`src/rtl/wb_pkg.sv`:
```
// Shared types and helpers for the output writeback stage.
package wb_pkg;

    typedef enum logic [1:0] {
        IDLE,
        WRITE,
        DONE
    } wb_state_t;

    typedef struct packed {
        logic [31:0] addr;
        logic [31:0] data;
    } wb_entry_t;

    localparam int WORD_BYTES = 4;

    // Word index to byte address; the sum wraps modulo 2^32.
    function automatic logic [31:0] word_byte_addr(input logic [31:0] base,
                                                   input logic [29:0] idx);
        return base + ({2'b00, idx} << $clog2(WORD_BYTES));
    endfunction

endpackage

```
`src/rtl/wb_fifo.sv`:
```
// Synchronous FIFO of writeback entries; exposes the head and the entry behind it
// so the writer can issue back-to-back writes without a bubble.
module wb_fifo
    import wb_pkg::*;
#(
    parameter int DEPTH = 4,
    localparam int CW = $clog2(DEPTH + 1)
) (
    input  logic          clk,
    input  logic          rst,
    input  logic          push,
    input  logic          pop,
    input  wb_entry_t     wr_entry,
    output wb_entry_t     head,
    output wb_entry_t     second,
    output logic          full,
    output logic          empty,
    output logic [CW-1:0] count
);

    localparam int PW = $clog2(DEPTH);

    wb_entry_t         slots [DEPTH];
    logic [PW-1:0]     wr_ptr;
    logic [PW-1:0]     rd_ptr;
    logic [PW-1:0]     rd_ptr_next;

    assign rd_ptr_next = PW'(rd_ptr + 1'b1);
    assign head        = slots[rd_ptr];
    assign second      = slots[rd_ptr_next];
    assign full        = (count == CW'(DEPTH));
    assign empty       = (count == '0);

    always_ff @(posedge clk) begin
        if (push) begin
            slots[wr_ptr] <= wr_entry;
        end
    end

    always_ff @(posedge clk) begin
        if (rst) begin
            wr_ptr <= '0;
            rd_ptr <= '0;
            count  <= '0;
        end else begin
            if (push) wr_ptr <= PW'(wr_ptr + 1'b1);
            if (pop)  rd_ptr <= rd_ptr_next;
            case ({push, pop})
                2'b10:   count <= count + 1'b1;
                2'b01:   count <= count - 1'b1;
                default: count <= count;
            endcase
        end
    end

endmodule

```
`src/rtl/output_writeback.sv`:
```
// Queues packed edge-map words and drains them to SRAM over a req/ack port,
// then signals frame_done. Optional write timeout: define WB_TIMEOUT_EN.
module output_writeback
    import wb_pkg::*;
#(
    parameter int          DEPTH          = 4,
    parameter logic [31:0] BASE_ADDR      = 32'h0000_1000,
    parameter int          TIMEOUT_CYCLES = 64
) (
    input  logic        clk,
    input  logic        rst,
    input  logic        word_valid,
    input  logic [31:0] word_data,
    input  logic [31:0] word_addr,
    output logic        word_ready,
    input  logic        img_done,
    output logic        mem_wr,
    output logic [31:0] mem_addr,
    output logic [31:0] mem_wdata,
    input  logic        mem_ack,
    output logic        busy,
    output logic        frame_done,
    output logic        err
);

    localparam int CW = $clog2(DEPTH + 1);

    wb_state_t     state, next_state;
    wb_entry_t     in_entry, head, second;
    logic [CW-1:0] count;
    logic          push, pop, full, empty;
    logic          load_head, load_second;
    logic          done_pending, ack_seen, write_done;
    logic          unused_bits;

    assign word_ready = !full;
    assign push       = word_valid && word_ready;
    assign in_entry   = '{addr: word_byte_addr(BASE_ADDR, word_addr[29:0]), data: word_data};
    assign ack_seen   = mem_wr && mem_ack;
    assign busy       = !empty || (state != IDLE);
    assign frame_done = (state == DONE);

    wb_fifo #(.DEPTH(DEPTH)) u_fifo (
        .clk      (clk),
        .rst      (rst),
        .push     (push),
        .pop      (pop),
        .wr_entry (in_entry),
        .head     (head),
        .second   (second),
        .full     (full),
        .empty    (empty),
        .count    (count)
    );

`ifdef WB_TIMEOUT_EN
    localparam int TW = $clog2(TIMEOUT_CYCLES + 1);
    logic [TW-1:0] tmo_cnt;
    logic          timeout, err_flag;

    // Drop on the cycle the counter would reach TIMEOUT_CYCLES.
    assign timeout    = (state == WRITE) && !ack_seen && (tmo_cnt == TW'(TIMEOUT_CYCLES - 1));
    assign write_done = ack_seen || timeout;
    assign err        = err_flag;
    assign unused_bits = ^word_addr[31:30];

    always_ff @(posedge clk) begin
        if (rst) begin
            tmo_cnt  <= '0;
            err_flag <= 1'b0;
        end else begin
            if ((state == WRITE) && !ack_seen && !timeout) tmo_cnt <= tmo_cnt + 1'b1;
            else                                           tmo_cnt <= '0;
            if (timeout) err_flag <= 1'b1;
        end
    end
`else
    assign write_done  = ack_seen;
    assign err         = 1'b0;
    assign unused_bits = ^{word_addr[31:30], (TIMEOUT_CYCLES != 0)};
`endif

    always_ff @(posedge clk) begin
        if (rst) state <= IDLE;
        else     state <= next_state;
    end

    always_comb begin
        next_state  = state;
        pop         = 1'b0;
        load_head   = 1'b0;
        load_second = 1'b0;
        case (state)
            IDLE: begin
                if (!empty) begin
                    next_state = WRITE;
                    load_head  = 1'b1;
                end else if (done_pending) begin
                    next_state = DONE;
                end
            end
            WRITE: begin
                if (write_done) begin
                    pop = 1'b1;
                    if (count > CW'(1)) load_second = 1'b1;
                    else                next_state  = IDLE;
                end
            end
            DONE:    next_state = IDLE;
            default: next_state = IDLE;
        endcase
    end

    always_ff @(posedge clk) begin
        if (rst) begin
            mem_wr    <= 1'b0;
            mem_addr  <= '0;
            mem_wdata <= '0;
        end else if (load_head) begin
            mem_wr    <= 1'b1;
            mem_addr  <= head.addr;
            mem_wdata <= head.data;
        end else if (load_second) begin
            mem_wr    <= 1'b1;
            mem_addr  <= second.addr;
            mem_wdata <= second.data;
        end else if (pop) begin
            mem_wr    <= 1'b0;
        end
    end

    // A new img_done wins over the clear so a back-to-back frame is not lost.
    always_ff @(posedge clk) begin
        if (rst)                done_pending <= 1'b0;
        else if (img_done)      done_pending <= 1'b1;
        else if (state == DONE) done_pending <= 1'b0;
    end

endmodule
```
`config.mk`:
```
export PLATFORM = sky130hd
export DESIGN_NAME = output_writeback
export DESIGN_NICKNAME = d
export VERILOG_FILES = /design/src/rtl/wb_pkg.sv /design/src/rtl/wb_fifo.sv /design/src/rtl/output_writeback.sv
export SDC_FILE = /design/constraint.sdc
export NUM_CORES = 1
export LEC_CHECK = 0
export ABC_AREA = 1
export CAP_MARGIN = 20
export CELL_PAD_IN_SITES_DETAIL_PLACEMENT = 1
export CELL_PAD_IN_SITES_GLOBAL_PLACEMENT = 2
export CORE_MARGIN = 10
export CORE_UTILIZATION = 39
export DETAILED_ROUTE_END_ITERATION = 6
export HOLD_SLACK_MARGIN = 0.02
export PLACE_DENSITY = 0.93
export SLEW_MARGIN = 10
export SYNTH_ARGS = -nofsm -noshare
export SYNTH_HDL_FRONTEND = slang
export SYNTH_SLANG_ARGS = --single-unit
export TNS_END_PERCENT = 20
```
`constraint.sdc`:
```
create_clock -name clk -period 10.55 [get_ports clk]
set_input_delay 2.11 -clock clk [delete_from_list [all_inputs] [get_ports clk]]
set_output_delay 2.11 -clock clk [all_outputs]
set_load 0.05 [all_outputs]
```
# Word-level counts from Yosys, hierarchy flattened
# Memory sizes are Yosys's and may differ from the RTL's. A register that Yosys moved wholly into a read port is not among the register bits.
# Index checks and enable logic that the tools add are counted.
# W data, S select, Z words.
totals:
  out_inout_bits: 69
  memories: 1
  elab_cells: 62
  inputBits: 69
  register_bits: 75
  mem_bits_rw: 256
classes:
  n_reduce_logical: 13
  muxes: 26
  n_addsub: 5
  eq_ne: 8
  magnitude_cmp: 1
memory_table:
  columns: ["name", "depth", "word_bits", "read_ports", "rd_ports_with_merged_regs", "write_ports", "line", "rtl"]
  rows:
  - ["u_fifo.slots", 4, 64, 2, 1, 1, "wb_fifo.sv:23", "wb_entry_t slots [DEPTH];"]
op_table:
  columns: ["op", "count"]
  rows:
  - ["$mux W32", 4]
  - ["$add A13 B32 Y32 const A", 1]
  - ["$mux W1", 14]
  - ["$mux W2", 6]
  - ["$reduce_bool A2 Y1", 4]
  - ["$pmux W3 S2", 1]
  - ["$add A2 B1 Y2 const B", 2]
  - ["$eq A2 B1 Y1 const B", 2]
  - ["$eq A2 B2 Y1 const B", 2]
  - ["$ne A2 B2 Y1 const B", 2]
  - ["$pmux W2 S2", 1]
  - ["$add A3 B1 Y3 const B", 1]
  - ["$eq A3 B3 Y1 const B", 1]
  - ["$gt A3 B1 Y1 const B", 1]
  - ["$logic_not A3 Y1", 1]
  - ["$ne A3 B3 Y1 const B", 1]
  - ["$reduce_and A3 Y1", 1]
  - ["$reduce_bool A3 Y1", 1]
  - ["$sub A3 B1 Y3 const B", 1]
  - ["$logic_and A1 B1 Y1", 2]
  - ["$logic_not A1 Y1", 2]
  - ["$logic_not A2 Y1", 1]
  - ["$logic_or A1 B1 Y1", 1]

# Longest topological paths before layout
depth:
  ltp_word: 6
  ltp_mapped: 11
  mapped_depth_nobuf: 10

# Modules after synthesis
# A second synthesis with hierarchy kept.
hier_totals:
  cells_unflattened: 1932
  area_unflattened_um2: 16443.3
modules_own_cells:
  columns: ["module", "area_each_um2", "cells_each", "seq_area_each_um2", "instances"]
  rows:
  - ["wb_fifo", 11913.9, 1165, 7867.5, 1]
  - ["output_writeback", 4529.3, 767, 1361.3, 1]

# Least setup slack after synthesis
# No wires, ideal clock.
synth_timing:
  path_kind: "input-to-reg"
  from: "in word_valid"
  to: "mem u_fifo.slots[0][0] (netlist bit), enable pin"
  required_ps: 10067
  path_buffers: 0
  arrival_time_ps: 4908
  path_slack_ps: 5160
  stages: 2
  cell_sequence: "nand2_1 > nor2_1"
synth_between:
  elab_chain_cells: 3
synth_rtl:
  columns: ["item", "line", "rtl"]
  rows:
  - ["start: declaration", "output_writeback.sv:12", "input logic word_valid,"]
  - ["$logic_and A1 B1 Y1", "output_writeback.sv:37", "assign push = word_valid && word_ready;"]
  - ["$mux W1", "wb_fifo.sv:35", "if (push) begin"]
  - ["$mux W1 (implied by the code)", "wb_fifo.sv:36", "slots[wr_ptr] <= wr_entry;"]
  - ["end: declaration", "wb_fifo.sv:23", null]
# No other way between the ends.

# Final worst setup path
layout_timing:
  from: "reg u_fifo.count[0]"
  to: "out busy"
layout_between:
  elab_chain_cells: 3
layout_rtl:
  columns: ["item", "line", "rtl"]
  rows:
  - ["start: declaration", "wb_fifo.sv:18", "output logic [CW-1:0] count"]
  - ["start signal: assignment", "wb_fifo.sv:49", "2'b10: count <= count + 1'b1;"]
  - ["start signal: assignment", "wb_fifo.sv:50", "2'b01: count <= count - 1'b1;"]
  - ["start signal: assignment", "wb_fifo.sv:51", "default: count <= count;"]
  - ["$logic_not A3 Y1", "wb_fifo.sv:32", "assign empty = (count == '0);"]
  - ["$logic_not A1 Y1", null, null]
  - ["$logic_or A1 B1 Y1", "output_writeback.sv:40", "assign busy = !empty || (state != IDLE);"]
  - ["end: declaration", "output_writeback.sv:21", "output logic busy,"]
# No other way between the ends.

==> flow_summary_export.csv <==
group,metric,value,unit
flow_run,cap_violations,0,
placed_design,port_buffers,132,
floorplanning,core-area,38700,um^2
timing,rsz0062_at_grt,"false",
power,power_density,197,nW/um^2
route,antenna_left,0,
synth,ys_warn_count,0,
worst_setup_path,cpMostUsedCell,"inv_1",
grt,grt_overflow_total,0,
placed_design,dp_slack,5590,ps
grt,grt_pass1_vias,13300,
finish,final_cell_count_no_fill,2301,
route,vias,12500,
timing,fin_crit_sh,41.8,%
worst_setup_path,cp-end-kind,"output port",
cts,clockBufferDepth,3,
synth,yosys.area_share.simple,22.6,%
worst_setup_path,cp.required,8440,ps
floorplanning,dieArea,47600,um^2
cts,root_buffer,"clkbuf_16",
cts,numCtsBuffers,36,
power,power.total,3.57,mW
worst_setup_path,crit_path_start_kind,"flop",
finish,area_delta_synth_final,18.2,%
cts,post-cts-setup-buffer-count,0,
synth,netlist_top_cells_area,"edfxtp_1, dfxtp_1, nand2_1, nand3_1, nor2_1",
synth,yosys.area.top_type,"edfxtp_1",
cts,cts_tree,"yes",
placed_design,hpwl,27800,um
worst_setup_path,path_buf_inv,3,
finish,finalInstanceArea,18100,um^2
timing,skew,17.5,ps
synth,synth_top_family_by_area,"simple AND/OR/NAND/NOR gates",
floorplanning,pin_count,138,
worst_hold_path,worstHoldPathType,"flop to flop",
grt,grtUsageMet2,35.4,%
cts,cts_hold_buffers,0,
synth,syn-cell-area,15300,um^2
route,post-route-drc-count,0,
timing,worst_pin_slew,1090,ps
timing,finalSetupTns,0,ps
cts,cts_resized,0,
worst_setup_path,path_max_fanout,5,
synth,synth_area_per_cell,9.17,um^2
route,dr.pass1.iters,5,
cts,ctsHtreeMaxLevel,2,
timing,min_period,4410,ps
synth,synthXorXnorAreaFrac,0.972,%
synth,synth-main-ff-cell,"edfxtp_1",
power,p_leak,6.76,nW
grt,grt_max_degree,111,
synth,synthAdderAreaFrac,0.817,%
synth,ys_ff_latch,323,
timing,fmax,227,MHz
finish,drive_gt1_share,5.28,%
timing,hold_violations,0,
finish,nets,1831,
worst_setup_path,critPathTopFamily,"buffers and inverters",
synth,yosysTopAreaCellShare,48.6,%
floorplanning,start_util,39.5,%
placed_design,dp_cells,2229,
synth,syn-instance-count,1670,
grt,use_met3,2.40,%
route,wl_per_cell,20.9,um
synth,synth_mux_area_share,0,%
floorplanning,rows,72,
route,drt_iter0_drc,777,
finish,fin_util,46.7,%
timing,finalMaxSlewViolations,0,
grt,grt_pass1_wl,73700,um
worst_setup_path,worstSetupPathType,"flop to output port",
grt,busiest_layer,"met2",
synth,synth_edf_count,248,
synth,yosysUniqueCellTypes,36,
placed_design,gp_routability_congestion,0.791,
cts,cts_sinks,323,
cts,insertion_delay,520,ps
power,vdd_ir_drop_max,0.101,mV
placed_design,placed_cell_area,16900,um^2
synth,synth-compound-area-share,9.91,%
cts,clkSlewWorstSetupHoldPaths,60,ps
timing,slew-limit-headroom,27.0,%
floorplanning,die_h,218,um
status,status,"completed",
worst_setup_path,path_cells,"inv_1 -> ha_1 -> nand2_1 -> nor2_1 -> inv_1 -> clkdlybuf4s50_1",
grt,met1_usage,23.7,%
route,vias_per_cell,5.45,
synth,async_flop_share,0,%
worst_setup_path,cp_slowest_cell,"clkdlybuf4s50_1",
worst_setup_path,worstPathArrival,2300,ps
grt,antenna_found_initial,3,
timing,whs,454,ps
worst_setup_path,slowest_delay,790,ps
route,wl,48100,um
timing,finalSetupViolCount,0,
timing,postLayoutSetupSlackWorst,6140,ps
grt,track_usage,19.5,%
synth,ys_seq_area_share,58.4,%
floorplanning,die_x,218,um
## path summary, 6_finish.rpt
| check | startpoint | to | slack, ps | depth (start not counted) |
|---|---|---|---|---|
| worst min-delay path | done_pending$_SDFFE_PP0P_ | state[1]$_SDFFE_PP0P_ | 450 | 2 |
| worst max register to register | u_fifo.count[0]$_SDFFE_PP0P_ | u_fifo.slots[2][52]$_DFFE_PP_ | 7420 | 6 |
| worst max-delay path | u_fifo.count[0]$_SDFFE_PP0P_ | busy | 6140 | 6 |
| worst min register to register | done_pending$_SDFFE_PP0P_ | state[1]$_SDFFE_PP0P_ | 450 | 2 |
## power by group
| group | switching [mW] | total [mW] | internal, mW |
|---|---|---|---|
| clock | 0.497 | 1.21 | 0.711 |
| combinational | 0.558 | 0.813 | 0.255 |
| sequential | 0.0698 | 1.55 | 1.48 |
| total | 1.12 | 3.57 | 2.45 |
## layer usage
metal	up-vias	routed length, um
li1	5817	-
met1	6379	20400
met2	287	24900
met3	56	2020
met4	0	772
met5	-	0
## sequential cells by signal, summed over array words and instances, names as in the netlist, named ones only
signal / count
u_fifo.count: 3
u_fifo.rd_ptr: 2
u_fifo.slots: 248
u_fifo.wr_ptr: 2
mem_addr: 30
mem_wdata: 32
mem_wr: 1
state: 2
done_pending: 1
## cells in the final DEF, fill, tap and decap left out, types with 12 or more instances in the layout
master | Yosys | final
edfxtp_1 | 248 | 248
nor2_1 | 190 | 186
o21ai_0 | 136 | 136
o22ai_1 | 23 | 23
buf_4 | 11 | 15
nand3_1 | 153 | 152
clkdlybuf4s50_1 | 0 | 132
inv_1 | 135 | 135
nand3b_1 | 46 | 46
clkbuf_16 | 0 | 38
clkbuf_1 | 35 | 13
nor3_1 | 26 | 26
dfxtp_1 | 75 | 71
o211ai_1 | 46 | 46
a21oi_1 | 62 | 62
xor2_1 | 12 | 12
nand2_1 | 363 | 363
## cell usage after synthesis (23+ instances only)
library cell  instances
a21oi_1              62
buf_2                45
clkbuf_1             35
dfxtp_1              75
edfxtp_1            248
inv_1               135
nand2_1             363
nand3_1             153
nand3b_1             46
nor2_1              190
nor3_1               26
o211ai_1             46
o21ai_0             136
o22ai_1              23
## layout make-up
class / count / area [um^2]
well taps: 518 / 648
inverters: 142 / 536
clock buffers: 51 / 1000
multi-input cells: 1099 / 5310
repair buffers: 150 / 1500
clock inverters: 14 / 126
flip-flops and latches: 323 / 8960
diodes: 4 / 10.0
fillers: 4424 / 20600
## logic make-up (layout without fill, tap and decap cells)
group	count (synthesis)	count (layout)
XOR/XNOR	17	17
other	1	7
AO/OA/AOI/OAI	273	273
buffers and inverters	250	357
flip-flops	323	323
adder cells (fa/ha/maj)	10	10
AND/OR/NAND/NOR	796	796
## tightest hold or removal path: stages, from the launching register on
cell and delay (ps):
dfxtp_1 310, nand3_1 70, inv_1 30
No activity file was read; power rests on OpenSTA's default activity.
==> RTL edit 1, RTL diff (same settings) <==
Add a define of `WB_TIMEOUT_EN`.
--- a/src/rtl/output_writeback.sv
+++ b/src/rtl/output_writeback.sv
@@ -2,2 +2,4 @@
 // then signals frame_done. Optional write timeout: define WB_TIMEOUT_EN.
+`define WB_TIMEOUT_EN
+
 module output_writeback
Function: no difference found for any inputs over 4 cycles, from zero or initial values and one cycle with rst high; that may be too few to reach the edited logic, so the function may still have changed.
==> RTL edit 1 against the unedited design <==
- power increased by 14%
- sequential power increased by 3%
- sequential cell count increased by 8
- design area increased by 14%
- setup slack improved by 0.034 ns
- clock power increased by 11%
- via count increased by 21%
- worst hold slack got worse by 0.0024 ns
- synthesized cell count increased by 43%
- area after synthesis increased by 16%
- wire length increased by 12%
- core utilization decreased by 1.0 points
- largest cell class unchanged
==> RTL edit 1: results (changes against the unedited design) <==
maximum number of pins on one net before global-route repair: 117 (+5.4%)
number of vias per cell: 4.915 (-9.8%)
clock network latency to the later pin of the worst-skew pair: 0.56 ns (+0.04 ns)
pre-CTS worst setup slack: 5.773 ns (+0.1867 ns)
data arrival time of the critical path: 2.26 ns (-0.04 ns)
cell count after placement: 3,007 (+35%)
Post-synth top cells: sky130_fd_sc_hd__nand2_1 (1,152), sky130_fd_sc_hd__inv_1 (339), sky130_fd_sc_hd__edfxtp_1 (248)
Mapped Avg Cell Area: 7.472 sq um (-19%)
worst reg-to-reg path cell count: 11 (+5)
worst hold path depth: 1 (-1)
post-detailed-placement half-perimeter wirelength: 30,960 um (+11%)
number of different library cells in the post-synthesis netlist: 30 (-17%)
final-layout fill cell count: 5,631 (+27%)
result of the run: complete, no violations
final clock skew: 0.01703 ns (-0.0004750 ns)
Register-to-Register Setup Slack: 7.40 ns (-0.02 ns)
initial detailed-routing violation count: 823 (+5.9%)
largest registers: u_fifo.slots (248), mem_wdata (32), mem_addr (30)
worst IR drop on VDD: 0.1342 mV (+33%)
Post-Route Hold Slack: 0.4518 ns (-0.002422 ns)
Max-Slew Margin vs Limit: 24.97% (-2.0 points)
terminating pin of the worst hold path: tmo_cnt[0]
average wire per cell in the routed design: 17.56 um (-16%)
via count of the first global-routing pass: 15,890 (+19%)
source of the worst hold timing path: tmo_cnt[0]
Net count, final: 2,529 (+38%)
fraction of final layout cells sized beyond drive strength 1: 5.650% (+0.37 points)
wire length of the first global-routing pass: 84,620 um (+15%)
slowest stage delay, CP: 0.80 ns
final cell count without fillers: 3,080 (+34%)
Inserted Clock Buffers: 40 (+11%)
internal cell power: 2.683 mW (+9.6%)
overall global routing resource usage: 19.59% (+0.054 points)
initial antenna violation count: 2 (-1)
share of the yosys chip area belonging to registers: 51.09% (-7.3 points)
worst r2r dst: mem_addr[27]
LEAKAGE: 9.890 nW (+46%)
RTL edit 1: cell types whose count changed after synthesis, moves of 40 or more:
cell / unedited run / this run
sky130_fd_sc_hd__nand2_1: 363 / 1152
sky130_fd_sc_hd__inv_1: 135 / 339
sky130_fd_sc_hd__o21ai_0: 136 / 11
sky130_fd_sc_hd__nor2_1: 190 / 94
sky130_fd_sc_hd__a21oi_2: 0 / 50
sky130_fd_sc_hd__o211ai_1: 46 / 0
sky130_fd_sc_hd__nand3b_1: 46 / 1
sky130_fd_sc_hd__nand3_1: 153 / 197
sky130_fd_sc_hd__a21oi_1: 62 / 22
RTL edit 1: final cells by class:
| type | count | area [sq um] | area share [%] |
|---|---|---|---|
| Antenna cell | 2 | 5.005 | 0.02420 |
| Clock buffer | 62 | 1165 | 5.632 |
| Clock inverter | 9 | 93.84 | 0.4537 |
| Inverter | 347 | 1315 | 6.358 |
| Multi-Input combinational cell | 1582 | 6798 | 32.87 |
| Sequential cell | 331 | 9120 | 44.09 |
| Tap cell | 600 | 750.7 | 3.630 |
| Timing Repair Buffer | 147 | 1436 | 6.945 |
RTL edit 1: kinds of logic after synthesis:
group                      after synthesis  share of synthesized area, %
xor gates and xnor gates                18                        0.8843
other                                    1                       0.02103
buffers and inverters                  474                         11.07
DFF                                    331                         51.09
adders and majority gates               11                        0.7720
and+or+nand+nor                       1468                         32.77
AOI/OAI and AO/OA                       83                         3.383
RTL edit 1: worst register-to-register path, stage by stage (launching register included):
cell and delay, ns:
sky130_fd_sc_hd__dfxtp_1 0.35, sky130_fd_sc_hd__inv_1 0.11, sky130_fd_sc_hd__ha_1 0.22, sky130_fd_sc_hd__nand2_1 0.10, sky130_fd_sc_hd__inv_2 0.07, sky130_fd_sc_hd__nor2_8 0.59, sky130_fd_sc_hd__inv_8 0.44, sky130_fd_sc_hd__buf_4 0.58
sky130_fd_sc_hd__nand2_1 0.20, sky130_fd_sc_hd__nand2_1 0.14, sky130_fd_sc_hd__a21oi_2 0.15, sky130_fd_sc_hd__nor2_1 0.06
RTL edit 1: power by group through the flow:
| stage | Combinational [mW] | Sequential (mW) | Clock, mW |
|---|---|---|---|
| after CTS | 1.16 | 1.61 | 1.37 |
| after floorplan | 0.600 | 1.83 | 0 |
| after global routing | 1.26 | 1.62 | 1.42 |
| final | 1.14 | 1.60 | 1.34 |
| after detailed placement | 1.15 | 1.63 | 0 |
| after global placement | 1.13 | 1.62 | 0 |
RTL edit 1: layer usage:
layer / GRT usage (%) / vias up / wire, um
li1: - / 7420 / -
met2: 36.09 / 221 / 27750
met1: 23.08 / 7430 / 23400
met3: 3.275 / 68 / 1975
met5: 0 / - / 0
met4: 5.241 / 0 / 960
==> RTL edit 2, RTL diff (config.mk and constraints unchanged) <==
Made on the original files. The 3 states of `wb_state_t` get a one-hot encoding in 3 bits.
--- a/src/rtl/wb_pkg.sv
+++ b/src/rtl/wb_pkg.sv
@@ -3,6 +3,6 @@
 
-    typedef enum logic [1:0] {
-        IDLE,
-        WRITE,
-        DONE
+    typedef enum logic [2:0] {
+        IDLE  = 3'b001,
+        WRITE = 3'b010,
+        DONE  = 3'b100
     } wb_state_t;
Formal check against the unedited RTL: no difference found for any inputs over 4 cycles, from zero or initial values and one cycle with rst high; so few cycles prove little.
==> RTL edit 2 against the unedited design <==
- design area grew 5.5%
- clock power grew 7%
- clock skew shrank 0.0020 ns
- area after synthesis grew 6.5%
- sequential cell count grew 1
- wire length grew 4.7%
- global-route usage grew 0.14 points
- setup slack lost 0.046 ns
- power shrank 2.3%
- combinational power shrank 18%
- highest routed layer unchanged
==> RTL edit 2: results (changes against the unedited design) <==
multi-input gate share of total cell area: 28.35% (-1.0 points)
worst r2r dst: mem_addr[6]
Mapped Avg Cell Area: 8.376 sq um (-8.7%)
Multi-Input Combinational: 1,156 (+5.2%)
initial antenna violation count: 1 (-2)
antenna fix cells: 1 (-3)
Post-Synth XOR/XNOR Area: 0.9663% (-0.0060 points)
data arrival time of the critical path: 2.34 ns (+0.04 ns)
final clock skew: 0.01547 ns (-0.002035 ns)
worst IR drop on VDD: 0.09371 mV (-7.4%)
via count of the first global-routing pass: 14,190 (+6.3%)
LEAKAGE: 8.391 nW (+24%)
Post-synth top cells: sky130_fd_sc_hd__nand2_1 (583), sky130_fd_sc_hd__inv_1 (363), sky130_fd_sc_hd__edfxtp_1 (248)
share of the yosys chip area belonging to registers: 54.97% (-3.5 points)
maximum number of pins on one net before global-route repair: 84 (-24%)
terminating pin of the worst hold path: state[2]
worst setup slack after layout: 6.096 ns (-0.04627 ns)
number of vias per cell: 5.099 (-6.4%)
Net count, final: 2,113 (+15%)
R2R Path Start: u_fifo.rd_ptr[0]
GP Congestion: 0.7423 (-6.1%)
Core Footprint: 41,110 sq um (+6.1%)
Post-Route Hold Slack: 0.4838 ns (+0.02950 ns)
clock net sink count: 324 (+0.31%)
result of the run: complete, no violations
final-layout fill cell count: 4,895 (+11%)
Non-CTS buffers: 148 (-1.3%)
average wire per cell in the routed design: 19.44 um (-7.1%)
initial detailed-routing violation count: 727 (-6.4%)
post-placement cell area: 17,880 sq um (+5.9%)
pre-CTS worst setup slack: 5.615 ns (+0.02929 ns)
worst reg-to-reg path cell count: 9 (+3)
adder-cell share of the synthesized area: 0.7669% (-0.050 points)
wire length of the first global-routing pass: 77,820 um (+5.6%)
clock buf count: 48 (-5.9%)
overall global routing resource usage: 19.67% (+0.14 points)
==> RTL edit 2: worst max path at each step <==
stage,start,endpoint,cells past startpoint
after floorplan,word_valid,u_fifo.slots[0][0],2
final,u_fifo.count[0],busy,6
after detailed placement,word_valid,u_fifo.slots[0][61],4
after global routing,u_fifo.count[0],busy,6
after global placement,word_valid,u_fifo.slots[0][60],4
after CTS,u_fifo.count[0],busy,6
==> RTL edit 2: where the power goes <==
part,total [mW],switching [mW],internal (mW)
clock network,1.29,0.517,0.777
logic,0.666,0.464,0.201
registers,1.53,0.0549,1.48
==> RTL edit 2: layer usage <==
| metal | up-vias | wire (um) | GRT usage, % |
|---|---|---|---|
| li1 | 6331 | - | - |
| met1 | 6526 | 21280 | 23.90 |
| met2 | 293 | 25640 | 35.32 |
| met3 | 71 | 2550 | 3.240 |
| met4 | 0 | 946 | 5.396 |
| met5 | - | 0 | 0 |
